### src/rtl/hf_conf_sequencer_if.sv
// ----------------------------------------------------------------------------
// hf_conf_sequencer_if
// Groups the ARM SPI command link that feeds the HF configuration sequencer.
//   spck : SPI clock from the ARM, asynchronous to ck_1356meg
//   mosi : SPI data, valid on spck rise
//   ncs  : SPI chip select, active low, asynchronous
// Modports:
//   master : the ARM side (drives all three lines)
//   slave  : the sequencer side (samples all three lines)
// ----------------------------------------------------------------------------
interface hf_conf_sequencer_if;
    logic spck;
    logic mosi;
    logic ncs;

    modport master (output spck, output mosi, output ncs);
    modport slave  (input  spck, input  mosi, input  ncs);
endinterface

### src/rtl/hf_conf_sequencer.sv
// ----------------------------------------------------------------------------
// hf_conf_sequencer
// Owns the HF configuration state. Receives 16-bit ARM SPI command frames,
// brings them into the ck_1356meg domain, decodes SET_CONFREG and
// TRACE_ENABLE, and sequences major-mode changes so that the mode muxes are
// parked on "all off" (3'b111) for BLANK_CYCLES clocks between two different
// active modes.
// Ports:
//   ck_1356meg   in   sole clock, rising edge
//   nrst         in   synchronous active-low reset
//   spi          slave modport: spck / mosi / ncs from the ARM
//   conf_word    out  applied configuration; [7:5] major mode, [4:0] minor
//   major_mode   out  always conf_word[7:5]
//   trace_enable out  trace capture enable
//   busy         out  high while a blanking interval is running
//   cmd_strobe   out  one-cycle pulse per accepted 16-bit frame
//   frame_err    out  one-cycle pulse per frame with a bad bit count
// ----------------------------------------------------------------------------
module hf_conf_sequencer #(
    parameter int BLANK_CYCLES = 64,
    parameter int CNT_W        = 8
) (
    input  logic                      ck_1356meg,
    input  logic                      nrst,
    hf_conf_sequencer_if.slave        spi,
    output logic [7:0]                conf_word,
    output logic [2:0]                major_mode,
    output logic                      trace_enable,
    output logic                      busy,
    output logic                      cmd_strobe,
    output logic                      frame_err
);

    typedef enum logic {S_IDLE, S_BLANK} state_t;

    localparam logic [3:0]       OP_SET_CONFREG  = 4'b0001;
    localparam logic [3:0]       OP_TRACE_ENABLE = 4'b0010;
    localparam logic [7:0]       CONF_OFF        = 8'hE0;
    localparam logic [2:0]       MODE_OFF        = 3'b111;
    localparam logic [CNT_W-1:0] BLANK_LOAD      = CNT_W'(BLANK_CYCLES - 1);

    // Two-flop synchronisers; bit [1] is the synchronised value. mosi uses
    // the same depth as spck so data stays aligned with the detected edge.
    logic [1:0]       r_spck_sync;
    logic [1:0]       r_mosi_sync;
    logic [1:0]       r_ncs_sync;
    logic             r_spck_d;
    logic             r_ncs_d;
    logic [15:0]      r_shift;
    logic [4:0]       r_bit_cnt;

    logic             r_trace;
    logic             r_cmd_strobe;
    logic             r_frame_err;
    state_t           r_state;
    logic [7:0]       r_conf;
    logic [7:0]       r_pending;
    logic [CNT_W-1:0] r_cnt;

    logic             w_spck_rise;
    logic             w_ncs_rise;
    logic             w_ncs_fall;
    logic             w_frame_ok;
    logic             w_frame_bad;
    logic             w_set_conf;
    logic             w_set_trace;
    logic [7:0]       w_new_conf;
    state_t           w_state_nxt;
    logic [7:0]       w_conf_nxt;
    logic [7:0]       w_pending_nxt;
    logic [CNT_W-1:0] w_cnt_nxt;

    assign w_spck_rise = r_spck_sync[1] & ~r_spck_d;
    assign w_ncs_rise  = r_ncs_sync[1] & ~r_ncs_d;
    assign w_ncs_fall  = ~r_ncs_sync[1] & r_ncs_d;

    // NOTE: sequential state uses non-blocking assignments so every flop
    // samples pre-edge values, regardless of statement order.
    always_ff @(posedge ck_1356meg) begin
        if (!nrst) begin
            r_spck_sync <= 2'b00;
            r_mosi_sync <= 2'b00;
            r_ncs_sync  <= 2'b11;   // idle-high, so leaving reset is no edge
            r_spck_d    <= 1'b0;
            r_ncs_d     <= 1'b1;
            r_shift     <= '0;
            r_bit_cnt   <= '0;
        end else begin
            r_spck_sync <= {r_spck_sync[0], spi.spck};
            r_mosi_sync <= {r_mosi_sync[0], spi.mosi};
            r_ncs_sync  <= {r_ncs_sync[0], spi.ncs};
            r_spck_d    <= r_spck_sync[1];
            r_ncs_d     <= r_ncs_sync[1];
            if (w_ncs_fall) begin
                r_bit_cnt <= '0;
            end else if (w_spck_rise && !r_ncs_sync[1]) begin
                r_shift <= {r_shift[14:0], r_mosi_sync[1]};
                if (r_bit_cnt != 5'd31) begin
                    r_bit_cnt <= r_bit_cnt + 5'd1;
                end
            end
        end
    end

    // Frame end is the synchronised ncs rise; only exactly 16 bits count.
    assign w_frame_ok  = w_ncs_rise && (r_bit_cnt == 5'd16);
    assign w_frame_bad = w_ncs_rise && (r_bit_cnt != 5'd16) && (r_bit_cnt != 5'd0);
    assign w_set_conf  = w_frame_ok && (r_shift[15:12] == OP_SET_CONFREG);
    assign w_set_trace = w_frame_ok && (r_shift[15:12] == OP_TRACE_ENABLE);
    assign w_new_conf  = r_shift[7:0];

    // NOTE: every always_comb output gets a default first, so no path can
    // leave a value unassigned and infer a latch.
    always_comb begin
        w_state_nxt   = r_state;
        w_conf_nxt    = r_conf;
        w_pending_nxt = r_pending;
        w_cnt_nxt     = r_cnt;
        case (r_state)
            S_IDLE: begin
                if (w_set_conf) begin
                    // Safe to apply directly when the mode is unchanged or
                    // either side of the change is already "all off".
                    if (w_new_conf[7:5] == r_conf[7:5] ||
                        w_new_conf[7:5] == MODE_OFF ||
                        r_conf[7:5] == MODE_OFF) begin
                        w_conf_nxt = w_new_conf;
                    end else begin
                        w_conf_nxt    = CONF_OFF;
                        w_pending_nxt = w_new_conf;
                        w_cnt_nxt     = BLANK_LOAD;
                        w_state_nxt   = S_BLANK;
                    end
                end
            end
            S_BLANK: begin
                // A new frame takes priority over expiry in the same cycle.
                if (w_set_conf) begin
                    if (w_new_conf[7:5] == MODE_OFF) begin
                        w_conf_nxt  = w_new_conf;
                        w_state_nxt = S_IDLE;
                    end else begin
                        w_pending_nxt = w_new_conf;
                        w_cnt_nxt     = BLANK_LOAD;
                    end
                end else if (r_cnt == '0) begin
                    w_conf_nxt  = r_pending;
                    w_state_nxt = S_IDLE;
                end else begin
                    w_cnt_nxt = r_cnt - 1'b1;
                end
            end
            default: w_state_nxt = S_IDLE;
        endcase
    end

    always_ff @(posedge ck_1356meg) begin
        if (!nrst) begin
            r_state      <= S_IDLE;
            r_conf       <= CONF_OFF;
            r_pending    <= '0;
            r_cnt        <= '0;
            r_trace      <= 1'b0;
            r_cmd_strobe <= 1'b0;
            r_frame_err  <= 1'b0;
        end else begin
            r_state      <= w_state_nxt;
            r_conf       <= w_conf_nxt;
            r_pending    <= w_pending_nxt;
            r_cnt        <= w_cnt_nxt;
            r_cmd_strobe <= w_frame_ok;
            r_frame_err  <= w_frame_bad;
            if (w_set_trace) begin
                r_trace <= r_shift[0];
            end
        end
    end

    assign conf_word    = r_conf;
    assign major_mode   = r_conf[7:5];
    assign trace_enable = r_trace;
    assign busy         = (r_state == S_BLANK);
    assign cmd_strobe   = r_cmd_strobe;
    assign frame_err    = r_frame_err;

endmodule

### src/flat_wrapper.sv
// flat-port wrapper written by rule: the top's interface ports become plain ports
module hf_conf_sequencer_flat 
#(
    parameter int BLANK_CYCLES = 64,
    parameter int CNT_W        = 8
)
  (ck_1356meg, nrst, conf_word, major_mode, trace_enable, busy, cmd_strobe, frame_err, spi_spck, spi_mosi, spi_ncs);
  hf_conf_sequencer_if spi_i ();
  input  logic ck_1356meg;
  input  logic nrst;
  output logic [7:0] conf_word;
  output logic [2:0] major_mode;
  output logic trace_enable;
  output logic busy;
  output logic cmd_strobe;
  output logic frame_err;
  input wire logic [$bits(spi_i.spck)-1:0] spi_spck;
  input wire logic [$bits(spi_i.mosi)-1:0] spi_mosi;
  input wire logic [$bits(spi_i.ncs)-1:0] spi_ncs;
  assign spi_i.spck = spi_spck;
  assign spi_i.mosi = spi_mosi;
  assign spi_i.ncs = spi_ncs;
  hf_conf_sequencer #(.BLANK_CYCLES(BLANK_CYCLES), .CNT_W(CNT_W)) u_core (.ck_1356meg(ck_1356meg), .nrst(nrst), .spi(spi_i), .conf_word(conf_word), .major_mode(major_mode), .trace_enable(trace_enable), .busy(busy), .cmd_strobe(cmd_strobe), .frame_err(frame_err));
endmodule
### config.mk
export PLATFORM = sky130hd
export DESIGN_NAME = hf_conf_sequencer_flat
export DESIGN_NICKNAME = d
export VERILOG_FILES = /design/src/rtl/hf_conf_sequencer_if.sv /design/src/rtl/hf_conf_sequencer.sv /design/src/flat_wrapper.sv
export SDC_FILE = /design/constraint.sdc
export NUM_CORES = 1
export LEC_CHECK = 0
export BUFFER_PORTS_ARGS = -buffer_cell sky130_fd_sc_hd__buf_4
export CORE_UTILIZATION = 63
export CTS_CLUSTER_DIAMETER = 30
export DETAILED_ROUTE_END_ITERATION = 8
export GPL_ROUTABILITY_DRIVEN = 0
export HOLD_SLACK_MARGIN = 0.02
export PLACE_DENSITY_LB_ADDON = 0.2
export SLEW_MARGIN = 40
export SYNTH_ARGS = -nofsm -noshare
export SYNTH_HDL_FRONTEND = slang
export SYNTH_SLANG_ARGS = --single-unit
### constraint.sdc
create_clock -name ck_1356meg -period 5 [get_ports ck_1356meg]
set_clock_uncertainty 0.05 [all_clocks]
set_input_delay 1.25 -clock ck_1356meg [delete_from_list [all_inputs] [get_ports ck_1356meg]]
set_output_delay 1.25 -clock ck_1356meg [all_outputs]
set_load 0.03 [all_outputs]
==> results of run 1 <==
[power by group through the flow]
stage / logic, W / registers [W] / clock network, W
final: 0.0000149 / 0.000458 / 0.000441
after global routing: 0.0000163 / 0.000458 / 0.000463
after CTS: 0.0000151 / 0.000458 / 0.000444
after global placement: 0.0000147 / 0.000468 / 0
after floorplan: 0.0000108 / 0.000468 / 0
after detailed placement: 0.0000148 / 0.000468 / 0
[routing by layer]
layer / part of all wire (%) / GRT usage, % / up-vias
met5: 0 / 0 / -
met4: 1.7 / 12.5 / 0
met3: 3.9 / 7.19 / 9
met2: 44 / 37.6 / 43
met1: 50 / 32.9 / 929
li1: - / - / 1016
[synth_stat cells (2+ instances only)]
library cell and instances:
nor3b_1 2, a21oi_1 5, o21a_1 11, buf_6 2, mux2i_1 12, o311a_1 2, o22a_1 2, xor2_1 4
nand4bb_1 2, nand2_1 44, buf_4 3, nor4_1 4, ha_1 5, nor2b_1 2, or4_1 2, or3_1 2
nor2_1 13, and2_1 8, nand3_1 3, mux2_2 2, nor3_1 2, inv_1 9, buf_2 4, a21boi_0 23
nand2b_1 4, o21ai_0 4, and3_1 11, clkbuf_1 11, o32ai_1 2, o2bb2ai_1 6, dfxtp_1 57
[through the flow]
step / instance area [um2] / util [%] / std cells
after floorplan: 2620 / - / 283
after global placement: 2730 / 68.2 / 333
after detailed placement: 2730 / 68.3 / 333
after CTS: 2940 / 73.4 / 349
after global routing: 2940 / 73.4 / 349
final: 2940 / 73.4 / 349
[cells by family after synthesis]
| kind of cell | share of synthesized area [%] |
|---|---|
| adders and majority gates | 2.39 |
| AOI/OAI and AO/OA | 18.7 |
| DFF | 43.5 |
| muxes | 5.44 |
| xor gates and xnor gates | 1.67 |
| and+or+nand+nor | 23.0 |
| buffers and inverters | 5.34 |
[cell type report]
| class | instances | share of cell area (%) |
|---|---|---|
| repair buffers | 20 | 5.11 |
| inverters | 9 | 1.15 |
| well taps | 50 | 2.13 |
| flip-flops and latches | 57 | 38.8 |
| clock buffers | 12 | 5.28 |
| multi-input cells | 197 | 45.7 |
| clock inverters | 4 | 1.75 |
[registers in the layout (all words and copies together), names as in the netlist, 2 cells and up]
register,count
u_core.conf_word,8
u_core.r_spck_sync,2
u_core.r_pending,8
u_core.r_ncs_sync,2
u_core.r_shift,16
u_core.r_bit_cnt,5
u_core.r_mosi_sync,2
u_core.r_cnt,8
[worst paths after layout]
path / endpoint / slack, ns
hold / removal: u_core.r_ncs_sync[1]$_SDFF_PN1_ / 0.36
hold reg to reg: u_core.r_ncs_sync[1]$_SDFF_PN1_ / 0.36
setup / recovery: major_mode[1] / 2.62
setup reg to reg: u_core.r_cnt[6]$_SDFFE_PN0P_ / 2.80
==> impl_metrics.csv, run 1 <==
group,metric,value,unit
clock_tree,ctsHoldBuffers,0,
outcome,status,"completed",
critical_path,crit_fanout,9,
flow_run,maxCapViolations,0,
yosys,synth_top_cell_by_area,"dfxtp_1",
detailed_routing,drt_pre_antenna_iters,4,
yosys,synth.avg_cell_area,9.27,um2
sta,fin_crit_sh,47.7,%
detailed_routing,post_drt_wl_per_cell,14.3,um
layout,layout.area.seq,1140,um2
yosys,synth-edff-count,0,
layout,final_common_cell,"dfxtp_1",
sta,rsz0062_at_grt,"no",
power_and_ir_drop,finalPower,0.000914,W
yosys,ys.warnings.count,0,
layout,drive_gt1_share,15.7,%
yosys,synth_ff_type,"dfxtp_1",
die,die_w,66.5,um
sta,fmax,0.419,GHz
die,start_util,65.6,%
layout,multi_input_area,1340,um2
detailed_routing,routed_wirelength,4990,um
detailed_routing,drtIter0Drc,113,
placement,io_buffer_count,19,
die,num_io_pins,20,
global_route,grt_pass1_wl,8090,um
die,core,4000,um2
clock_tree,clock-sinks,57,
detailed_routing,drcViolationCount,0,
global_route,grt.overflow.total,0,
sta,drv_slew,0,
power_and_ir_drop,p_sw_share,21.1,%
yosys,synth.area.top_cells,"dfxtp_1 (44%), a21boi_0 (6.6%), nand2_1 (6.3%)",
placement,post-place-ws,2.75,ns
critical_path,crit_family,"flip-flops",
yosys,synth_nets,293,
sta,setup_slack,2.62,ns
yosys,syn_area,2620,um2
detailed_routing,antenna_left,0,
die,die_area,4420,um2
worst_hold_path,worstHoldStart,"u_core.r_ncs_sync[0]$_SDFF_PN1_",
worst_hold_path,hold-path-cell-count,1,
power_and_ir_drop,comb_power_share,1.6,%
power_and_ir_drop,p_int,0.000721,W
critical_path,cpPeakStageDelay,0.52,ns
clock_tree,clock_latency,0.34,ns
detailed_routing,vias,1997,
critical_path,crit_path_top_delay_cell,"dfxtp_1",
yosys,synth_cell_types,51,
power_and_ir_drop,p_per_area,311,nW/um2
critical_path,worst-setup-path-type,"register to output port",
sta,slew_headroom,56.3,%
clock_tree,cts-root-buf,"clkbuf_8",
critical_path,cp-start-kind,"register",
critical_path,endpoint_kind,"output port",
power_and_ir_drop,p_seq_share,50.1,%
clock_tree,postCtsSetupRepairBufs,0,
power_and_ir_drop,power_frac_clock,48.2,%
sta,period_minus_slack,2.38,ns
critical_path,cp.required,3.70,ns
yosys,synth_seq_area_share,43.5,%
global_route,grt_usage,25.1,%
sta,hold_viol_final,0,
detailed_routing,vias_per_cell,5.72,
clock_tree,cts_buffers,9,
clock_tree,ctsResizeCount,0,
critical_path,path_depth,1,
clock_tree,clkSlewWorstSetupHoldPaths,0.06,ns
critical_path,rr_worst_depth,7,
layout,n_antenna_cell,0,
critical_path,r2r_start,"u_core.r_bit_cnt[0]$_SDFFE_PP0P_",
global_route,grt_max_degree,49,
clock_tree,cts_tree,"built",
yosys,syn_inst,283,
worst_hold_path,worstHoldPathType,"register to register",
power_and_ir_drop,ir_drop,0.000255,V
layout,nNetsFinal,304,
yosys,ys_seq_elements,57,
critical_path,startpoint,"u_core.conf_word[6]$_SDFFE_PN1P_",
die,rows,23,
power_and_ir_drop,leakage,1.17,nW
placement,dp_hpwl,3090,um
clock_tree,htree_levels,3,
die,die_y,66.5,um
layout,fillers,301,
layout,final_cell_mix,"dfxtp_1 (57), nand2_1 (44), a21boi_0 (23), buf_4 (20)",
clock_tree,cts_buffer_depth,2,
layout,syn2layout_area_growth,12.0,%
critical_path,critical_path_buf_inv_count,1,
sta,worst_pin_slew,0.649,ns
critical_path,cp_cell_sequence,"buf_4",
power_and_ir_drop,p_sw,0.000193,W
sta,finalSetupTns,0,ns
yosys,synth_top_area_share,43.5,%
sta,holdWs,0.358,ns
critical_path,arrival,1.08,ns
global_route,grt_pass1_vias,1772,
global_route,antenna_found_initial,0,
yosys,async_reset_ff_share,0,%
sta,finalSetupViolCount,0,
(Power assumes the default switching activity.)
==> inputs of run 2 (changes only) <==
CORE_UTILIZATION = 59   (was 63)
clock period = 2.2 ns   (was 5 ns; I/O delays follow)
==> run 2 against run 1 <==
Against the previous run: register-to-register slack lost 2.6 ns; sequential share of layout area is 1.3 points lower; critical endpoint is now u_core.r_cnt[6]$_SDFFE_PN0P_; core utilization down 0.074 points; die area is 6.6% higher; clock power grew to 2.7 times the previous value; cell count up 2.6%; critical path type is now register to register; routed wire length increased by 2.7%; worst hold slack lost 0.018 ns; final area increased by 3.5%; sequential power grew 130%.
==> impl_metrics.csv, run 2 (same netlist as run 1, synthesis figures left out) <==
group,metric,value,unit
die,start_util,63.3,%
critical_path,cpPeakStageDelay,0.53,ns
critical_path,endpoint_kind,"register",
layout,n_antenna_cell,0,
placement,dp_hpwl,3450,um
sta,hold_viol_final,0,
die,core,4140,um2
global_route,grt_pass1_vias,1884,
outcome,status,"completed",
detailed_routing,post_drt_wl_per_cell,14.3,um
die,die_area,4720,um2
critical_path,cp_cell_sequence,"inv_1 > ha_1 > nand4bb_1 > nand4bb_4 > nand2_2 > or4_1 > a211oi_1",
detailed_routing,drt_pre_antenna_iters,4,
sta,finalSetupViolCount,0,
sta,slew_headroom,60.0,%
global_route,grt_pass1_wl,8380,um
layout,largest_reg_flops,16,
layout,finalNonFillerCells,358,
critical_path,r2r_start,"u_core.r_bit_cnt[0]$_SDFFE_PP0P_",
flow_run,maxCapViolations,0,
detailed_routing,drcViolationCount,0,
global_route,grt_usage,24.8,%
detailed_routing,drtIter0Drc,82,
placement,io_buffer_count,19,
sta,period_minus_slack,2.01,ns
worst_hold_path,worstHoldPathType,"input pin to register",
layout,drive_gt1_share,17.9,%
critical_path,worst-setup-path-type,"register to register",
power_and_ir_drop,leakage,1.23,nW
layout,final_common_cell,"dfxtp_1",
detailed_routing,vias_per_cell,5.75,
layout,final_area,3040,um2
layout,fillers,333,
die,die_w,68.7,um
power_and_ir_drop,p_sw_share,19.3,%
clock_tree,cts_tree,"built",
clock_tree,cts_buffers,9,
clock_tree,ctsResizeCount,0,
placement,numPlacedInstances,342,
sta,drv_slew,0,
power_and_ir_drop,p_per_area,748,nW/um2
critical_path,crit_path_top_delay_cell,"or4_1",
die,num_io_pins,20,
sta,finalSetupTns,0,ns
power_and_ir_drop,comb_power_share,1.6,%
critical_path,crit_fanout,7,
clock_tree,cts-root-buf,"clkbuf_8",
critical_path,reg2reg_slack,0.19,ns
sta,worst_pin_slew,0.601,ns
worst_hold_path,worstHoldStart,"spi_ncs",
layout,nNetsFinal,313,
critical_path,startpoint,"u_core.r_bit_cnt[0]$_SDFFE_PP0P_",
detailed_routing,antenna_left,0,
sta,fmax,0.497,GHz
clock_tree,clkSlewWorstSetupHoldPaths,0.07,ns
power_and_ir_drop,p_seq_share,45.8,%
critical_path,cp.required,2.41,ns
critical_path,crit_family,"simple AND/OR/NAND/NOR gates",
power_and_ir_drop,power_frac_clock,52.7,%
layout,syn2layout_area_growth,15.9,%
clock_tree,postCtsSetupRepairBufs,0,
clock_tree,cts_buffer_depth,2,
power_and_ir_drop,ir_drop,0.000544,V
layout,layout.area.seq,1140,um2
clock_tree,clock-sinks,57,
layout,final_cell_mix,"dfxtp_1 (57), nand2_1 (44), buf_4 (29), a21boi_0 (23), nor2_1 (13)",
power_and_ir_drop,p_sw,0.000439,W
global_route,antenna_found_initial,0,
critical_path,cp-start-kind,"register",
layout,multi_input_area,1340,um2
power_and_ir_drop,p_int,0.00184,W
detailed_routing,vias,2058,
layout,top_register,"u_core.r_shift",
sta,rsz0062_at_grt,"no",
sta,holdWs,0.340,ns
clock_tree,clock_latency,0.34,ns
placement,placed_area,2800,um2
die,die_y,68.7,um
clock_tree,ctsHoldBuffers,0,
detailed_routing,routed_wirelength,5120,um
global_route,grt_max_degree,34,
critical_path,critical_path_buf_inv_count,1,
global_route,grt.overflow.total,0,
clock_tree,htree_levels,3,
critical_path,arrival,2.22,ns
sta,fin_crit_sh,91.4,%
die,rows,23,
## run 2: power by group through the flow
stage	logic [W]	clock network (W)	registers, W
final	0.0000356	0.00120	0.00104
after global routing	0.0000385	0.00125	0.00104
after CTS	0.0000355	0.00120	0.00104
after global placement	0.0000350	0	0.00106
after detailed placement	0.0000353	0	0.00106
after floorplan	0.0000246	0	0.00106
## run 2: routing by layer
| layer | vias up | share of wire (%) | track usage [%] |
|---|---|---|---|
| li1 | 1028 | - | - |
| met1 | 967 | 47 | 29.4 |
| met2 | 52 | 46 | 41.9 |
| met3 | 11 | 3.8 | 4.93 |
| met4 | 0 | 2.4 | 13.5 |
| met5 | - | 0 | 0 |
## run 2: layout make-up
type / count / share of cell area, %
clock inverter: 5 / 3.37
inverter: 9 / 1.11
tap: 50 / 2.06
sequential: 57 / 37.5
clock buffer: 11 / 4.65
timing repair buffer: 29 / 7.16
multi-input combinational: 197 / 44.1
## run 2: per-stage QoR
stage	power [W]	util, %	setup WS [ns]
5_1_grt	0.00233	73.4	0.0182
3_3_place_gp	0.00110	67.5	0.262
4_1_cts	0.00228	73.4	0.181
2_1_floorplan	0.00109	-	0.222
3_5_place_dp	0.00110	67.5	0.197
6_report	0.00227	73.4	0.189
## run 2: final timing paths
check	end	cells after the start
worst max register to register	u_core.r_cnt[6]$_SDFFE_PN0P_	7
worst min-delay path	u_core.r_ncs_sync[0]$_SDFF_PN1_	2
worst min register to register	u_core.r_spck_sync[1]$_SDFF_PN0_	1
worst max-delay path	u_core.r_cnt[6]$_SDFFE_PN0P_	7
